<file path="src/rtl/exp7_source.sv">
// Full-adder cell: combinational s/cout, a registered copy, and an LSB-first serial word adder.
// Latency: s/cout 0, s_q/cout_q 1 cycle, sum_word WIDTH consuming edges; en/serial_mode stall only, no backpressure.
module exp7_source #(
    parameter int WIDTH = 8
) (
    input  logic             clk,
    input  logic             rst_n,
    input  logic             a,
    input  logic             b,
    input  logic             cin,
    output logic             s,
    output logic             cout,
    input  logic             en,
    input  logic             serial_mode,
    input  logic             start,
    output logic             s_q,
    output logic             cout_q,
    output logic             busy,
    output logic [WIDTH-1:0] sum_word,
    output logic             carry_word,
    output logic             word_valid
);

    localparam int CW = (WIDTH > 1) ? $clog2(WIDTH) : 1;
    localparam logic [CW-1:0] LAST = CW'(WIDTH - 1);

    logic [CW-1:0] cnt;
    logic          cr;
    logic          consume;
    logic          cin_sel;
    logic          bit_s;
    logic          bit_c;

    assign s    = a ^ b ^ cin;
    assign cout = (a & b) | (a & cin) | (b & cin);

    // The serial engine reuses the same cell; start selects the word carry-in instead of cr.
    assign consume = en & serial_mode;
    assign cin_sel = start ? cin : cr;
    assign bit_s   = a ^ b ^ cin_sel;
    assign bit_c   = (a & b) | (a & cin_sel) | (b & cin_sel);

    always_ff @(posedge clk or negedge rst_n) begin
        if (!rst_n) begin
            s_q        <= 1'b0;
            cout_q     <= 1'b0;
            busy       <= 1'b0;
            sum_word   <= '0;
            carry_word <= 1'b0;
            word_valid <= 1'b0;
            cr         <= 1'b0;
            cnt        <= '0;
        end else begin
            word_valid <= 1'b0;
            if (en) begin
                s_q    <= s;
                cout_q <= cout;
            end
            if (consume) begin
                if (start) begin
                    sum_word <= {{(WIDTH-1){1'b0}}, bit_s};
                    cr       <= bit_c;
                    cnt      <= CW'(1);
                    busy     <= 1'b1;
                end else if (busy) begin
                    sum_word[cnt] <= bit_s;
                    cr            <= bit_c;
                    if (cnt == LAST) begin
                        carry_word <= bit_c;
                        busy       <= 1'b0;
                        word_valid <= 1'b1;
                        cnt        <= '0;
                    end else begin
                        cnt <= cnt + CW'(1);
                    end
                end
            end
        end
    end

endmodule

</file>
<file path="config.mk">
export PLATFORM = sky130hd
export DESIGN_NAME = exp7_source
export DESIGN_NICKNAME = d
export VERILOG_FILES = /design/src/rtl/exp7_source.sv
export SDC_FILE = /design/constraint.sdc
export NUM_CORES = 1
export LEC_CHECK = 0
export ABC_AREA = 1
export BUFFER_PORTS_ARGS = -buffer_cell sky130_fd_sc_hd__buf_2
export CORE_MARGIN = 2
export CORE_UTILIZATION = 40
export CTS_BUF_LIST = sky130_fd_sc_hd__clkbuf_2
export CTS_CLUSTER_DIAMETER = 30
export CTS_CLUSTER_SIZE = 16
export DETAILED_ROUTE_END_ITERATION = 8
export GPL_TIMING_DRIVEN = 0
export PLACE_DENSITY = 0.71
export SLEW_MARGIN = 5
export SYNTH_ARGS = -nofsm -noshare
export SYNTH_HDL_FRONTEND = slang
export SYNTH_SLANG_ARGS = --single-unit
</file>
<file path="constraint.sdc">
create_clock -name clk -period 2.9 [get_ports clk]
set_clock_uncertainty 0.2 [all_clocks]
set_input_delay 0.145 -clock clk [delete_from_list [all_inputs] [get_ports clk]]
set_output_delay 0.145 -clock clk [all_outputs]
set_load 0.01 [all_outputs]
</file>
Word level (Yosys, flattened, before mapping):

Cells that the tools add are included.

* register bits after elaboration: 17
* input port bits: 8
* word-level logic and storage cells: 48
* output and inout bits: 15

* equal/unequal tests: 1
* reduce and logical (&&, ||, !) cells: 4
* $add $sub $neg: 1
* mux-type cells: 18
* bitwise gates (word level): 14
* $lt $le $gt $ge: 2

Operator list (count)
* 8-bit 2-to-1 mux: 2
* 1-bit 2-to-1 mux: 11
* 3-bit 2-to-1 mux: 3
* 8-bit bitwise mux: 1
* 1-bit AND: 6
* 3-bit by 4-bit < comparator with 1-bit output, second input constant: 1
* 1-bit bitwise OR: 4
* 4-bit AND reduction: 1
* 3-bit by 1-bit adder with 3-bit output, second input constant: 1
* 1-bit demux with 3-bit select: 1
* 3-bit equality test, second input constant: 1
* 3-bit by 1-bit >= comparator with 1-bit output, second input constant: 1
* 1-bit bitwise XOR: 3
* 2-bit AND reduction: 1
* 2-bit nonzero test: 1
* 1-bit logical AND: 1
* 1-bit inverter: 1

Logic depth before layout (Yosys ltp):

* word-level depth: 7
* mapped depth: 7
* mapped depth without buffers: 7

Least setup slack after synthesis:

OpenSTA, ideal clock, no wires.

* kind: reg2reg
* start: register cr
* end: register sum_word[4]
* arrival time: 1.425 ns
* path buffers: 0
* required time: 2.635 ns
* setup time: 0.065 ns
* clock period less this slack: 1.690 ns
* stages on the path, launching flop included: 7
* path slack: 1.210 ns
* cells stage by stage: dfrtp_1 > mux2i_1 > fa_1 > nor2_1 > nand2_1 > or2_0 > nand2_1

* longest elaborated chain between the ends: 5

RTL lines
* start: declaration: line 28 `logic cr;`
* start signal: assignment: line 62 `cr <= bit_c;`
* start signal: assignment: line 67 `cr <= bit_c;`
* 1-bit 2-to-1 mux: line 39 `assign cin_sel = start ? cin : cr;`
* 1-bit bitwise XOR: line 40 `assign bit_s = a ^ b ^ cin_sel;`
* 8-bit bitwise mux: line 66 `sum_word[cnt] <= bit_s;`
* 8-bit 2-to-1 mux: line 65 `end else if (busy) begin`
* 8-bit 2-to-1 mux: line 60 `if (start) begin`
* end signal: assignment: line 61 `sum_word <= {{(WIDTH-1){1'b0}}, bit_s};`
* end signal: indexed assignment: line 66
* end: declaration: line 19 `output logic [WIDTH-1:0] sum_word,`

Every way passes these cells. The select of a mux whose other input is x is not followed.
A chain may end at the register's enable or synchronous reset.

Worst setup path after layout:

* start: input port start
* end: register sum_word[4]

* longest elaborated chain between the ends: 5
* elaborated cells on any way between the ends: 7
* classes of those cells: mux (4); bitwise (1); reduce/logical (2)

RTL lines
* start: declaration: line 15 `input logic start,`
* 1-bit 2-to-1 mux: line 39
* 1-bit bitwise XOR: line 40
* 8-bit bitwise mux: line 66
* 8-bit 2-to-1 mux: line 65
* 8-bit 2-to-1 mux: line 60

Parallel ways exist; a longest one is shown, timed or not. The select of a mux whose other input is x is not followed.

==> key figures <==
Power and ir drop
  • Cell Int Power: 379.2 uW
  • Switch share: 35.43%
  • Pwr Total: 587.3 uW
  • Maximum vdd drop: 0.0002870 V
  • Combinational share of power: 29.5%
  • Clk pwr share: 19.1%
  • Fraction of power consumed by sequential logic: 51.5%
  • P_leak: 0.6018 nW
  • Sw power: 208.0 uW
  • Pwr/cell area: 531.5 nW/um2

Placed design
  • Routability cong.: 0.8585
  • DP Worst Slack: 1.016 ns
  • Port Buffers: 22
  • Placed Instance Area: 1055 um2
  • Post-DP HPWL: 1349 um

Cells and area
  • Multi-input logic area: 420.4 um2
  • Area growth syn-to-layout: 21.46%
  • Final instance area: 1105 um2
  • FF+latch area: 425.4 um2
  • Ant. Diodes: 0
  • Share of layout cells above drive strength 1: 24.64%
  • Fill cell count: 218
  • Nets: 151

Timing
  • Unrepaired setup endpoints after global routing: no
  • Final Hold Violating Endpoints: 0
  • Worst-Margin Slew: 0.3820 ns
  • Final setup fails: 0
  • Count of pins over their slew limit: 0
  • Final period utilization: 72.09%
  • FMAX: 478.3 MHz
  • Relative slew slack: 74.54%
  • Fin crit period: 2.091 ns
  • Final setup margin: 0.8092 ns
  • Setup TNS: 0 ns

Worst setup path
  • R2R Setup Slk: 0.98 ns
  • Arrival time worst endpoint: 2.16 ns
  • Worst Setup End Kind: flip-flop
  • Reg2reg path depth: 6
  • CP Launch Type: primary input
  • Critical Path RT: 2.96 ns
  • CP Launch Point: start
  • FF-to-FF End: sum_word[4]
  • Crit path kind: primary input to flip-flop
  • FF-to-FF Start: cr
  • CP Max Fanout: 5

Clocking
  • CTS Buf Count: 3
  • TritonCTS clock tree: yes
  • Post-CTS setup buffers: 0
  • H-tree depth: 1
  • CTS resizes: 0
  • Worst-Skew Late Latency: 0.31 ns
  • TritonCTS Sinks: 17
  • Clock transition at the registers of the reported paths: 0.17 ns
  • Root Driver: clkbuf_2
  • Clock tree buffer depth: 2

Floorplan
  • Die span in y: 51.69 um
  • Starting density of the core: 41.52%
  • IO Count: 23
  • Die area: 2671 um2
  • Die Wd: 51.69 um
  • Core region area: 2191 um2
  • Row count: 17

Global route
  • First-pass GRT wire length: 2835 um
  • GRT overflow: 0
  • Largest net degree at the start of global routing: 18
  • Vias in the first global route: 669
  • Overall global routing resource usage: 14.43%
  • Initial antenna violation count: 0

Route
  • DR DRC count: 0
  • First-pass DRT Iterations: 4
  • Vias/cell: 4.639
  • Avg WL per Cell: 10.36 um
  • Post-Route WL: 1720 um
  • Routed Antenna Nets: 0
  • Detailed Route Iter0 Violations: 19
  • Vias: 770

Yosys
  • Synthesized Nets: 121
  • Post-synth top flop: dfrtp_1
  • Ys async rst share: 100.0%
  • Synth warnings: 0
  • Number of synthesized register bits: 17
  • Post-synth EDFFs: 0
  • Yosys top cell area share: 46.77%
  • Gate Count Post-Synth: 109
  • Synth Area per Inst: 8.345 um2
  • Synth area leaders: dfrtp_1 (47%), nand2_1 (16%), nand3_1 (5.5%)
  • Synth area leader: dfrtp_1
  • Sequential fraction of the synthesis area: 46.77%
  • Count of different cell masters after synthesis: 20
  • Post-Syn Area: 909.6 um2

Flow run
  • Max-cap viol count: 0

Min path
  • Min-Delay Path Class: primary input to asynchronous set/reset pin

Run status
  • Status: complete, no violations
[critical path: stages]
cell           delay [ns]
dlygate4sd3_1        0.52
buf_2                0.16
mux2i_1              0.22
fa_1                 0.45
nor2_1               0.24
nand2_1              0.15
or2_0                0.22
nand2_1              0.06
[stage by stage]
| step | hold slack [ns] | cells | utilization (%) |
|---|---|---|---|
| after floorplan | -0.3506 | 109 | - |
| after global placement | -0.1095 | 159 | 48.14 |
| after detailed placement | -0.1123 | 159 | 48.14 |
| after CTS | 0.06128 | 166 | 50.43 |
| after global routing | 0.06842 | 166 | 50.43 |
| final | 0.05843 | 166 | 50.43 |
[registers in the layout, summed over array words and instances (netlist names)]
signal / flops
sum_word: 8
cnt: 3
busy: 1
carry_word: 1
cout_q: 1
cr: 1
s_q: 1
word_valid: 1
[final cells by class]
class / instances / share of cell area [%]
buffer: 2 / 1.699
clock buffer: 4 / 1.812
inverter: 12 / 4.077
multi-input combinational: 78 / 38.05
sequential: 17 / 38.51
tap: 28 / 3.171
timing repair buffer: 25 / 12.68
[cells by family after synthesis]
group | count (synthesis) | share of synthesized area (%)
flops | 17 | 46.77
fa+ha+maj | 4 | 7.152
mux | 3 | 3.576
simple gates | 58 | 27.10
compound gates | 13 | 8.391
buf+inv | 14 | 7.015
[cell usage after synthesis, types with 2 or more instances]
| cell | n |
|---|---|
| mux2_2 | 2 |
| ha_1 | 2 |
| inv_1 | 11 |
| fa_1 | 2 |
| dfrtp_1 | 17 |
| nand2_1 | 38 |
| o21ai_0 | 10 |
| nor2_1 | 5 |
| nand3_1 | 10 |
| a21oi_1 | 2 |
[placed cells by master (no fill, tap or decap)]
cell type	n
a21oi_1	2
nor2_4	1
clkbuf_2	4
dlygate4sd3_1	3
nand3_1	10
mux2_2	2
or2_0	1
ha_1	2
mux2i_1	1
dfrtp_1	17
nand4_1	1
buf_2	22
nand2_1	38
nand2_2	1
buf_4	1
nor2_1	5
buf_6	1
inv_2	1
inv_1	11
o21ai_0	10
nor3_1	1
fa_1	2
a21oi_4	1
[layer usage]
layer / part of all wire (%) / GRT usage, % / up-vias / routed length (um)
met5: 0 / 0 / - / 0
met4: 1.3 / 6.579 / 0 / 23
met3: 6.5 / 4.023 / 3 / 112
met2: 45 / 22.22 / 23 / 775
met1: 47 / 18.82 / 340 / 809
li1: - / - / 404 / -
[worst max-delay path by stage]
stage,end,slack (ns),cells past startpoint
6_report,sum_word[4],0.81,8
5_1_grt,sum_word[4],0.71,8
4_1_cts,sum_word[4],0.83,8
3_5_place_dp,sum_word[4],1.02,6
3_3_place_gp,sum_word[4],1.04,7
2_1_floorplan,sum_word[4],1.21,6
[power by group through the flow]
stage,logic [mW],registers (mW),clock network [mW]
after detailed placement,0.172,0.308,0
after global routing,0.197,0.307,0.127
final,0.173,0.302,0.112
after global placement,0.169,0.305,0
after floorplan,0.103,0.315,0
after CTS,0.176,0.303,0.119
[repair_timing]
action / in CTS / in global routing
hold buffers: 3 / 0
hold endpoints to repair: 21 / 0
endpoints found under the setup margin: 0 / 0
No activity file was read; power rests on OpenSTA's default activity.
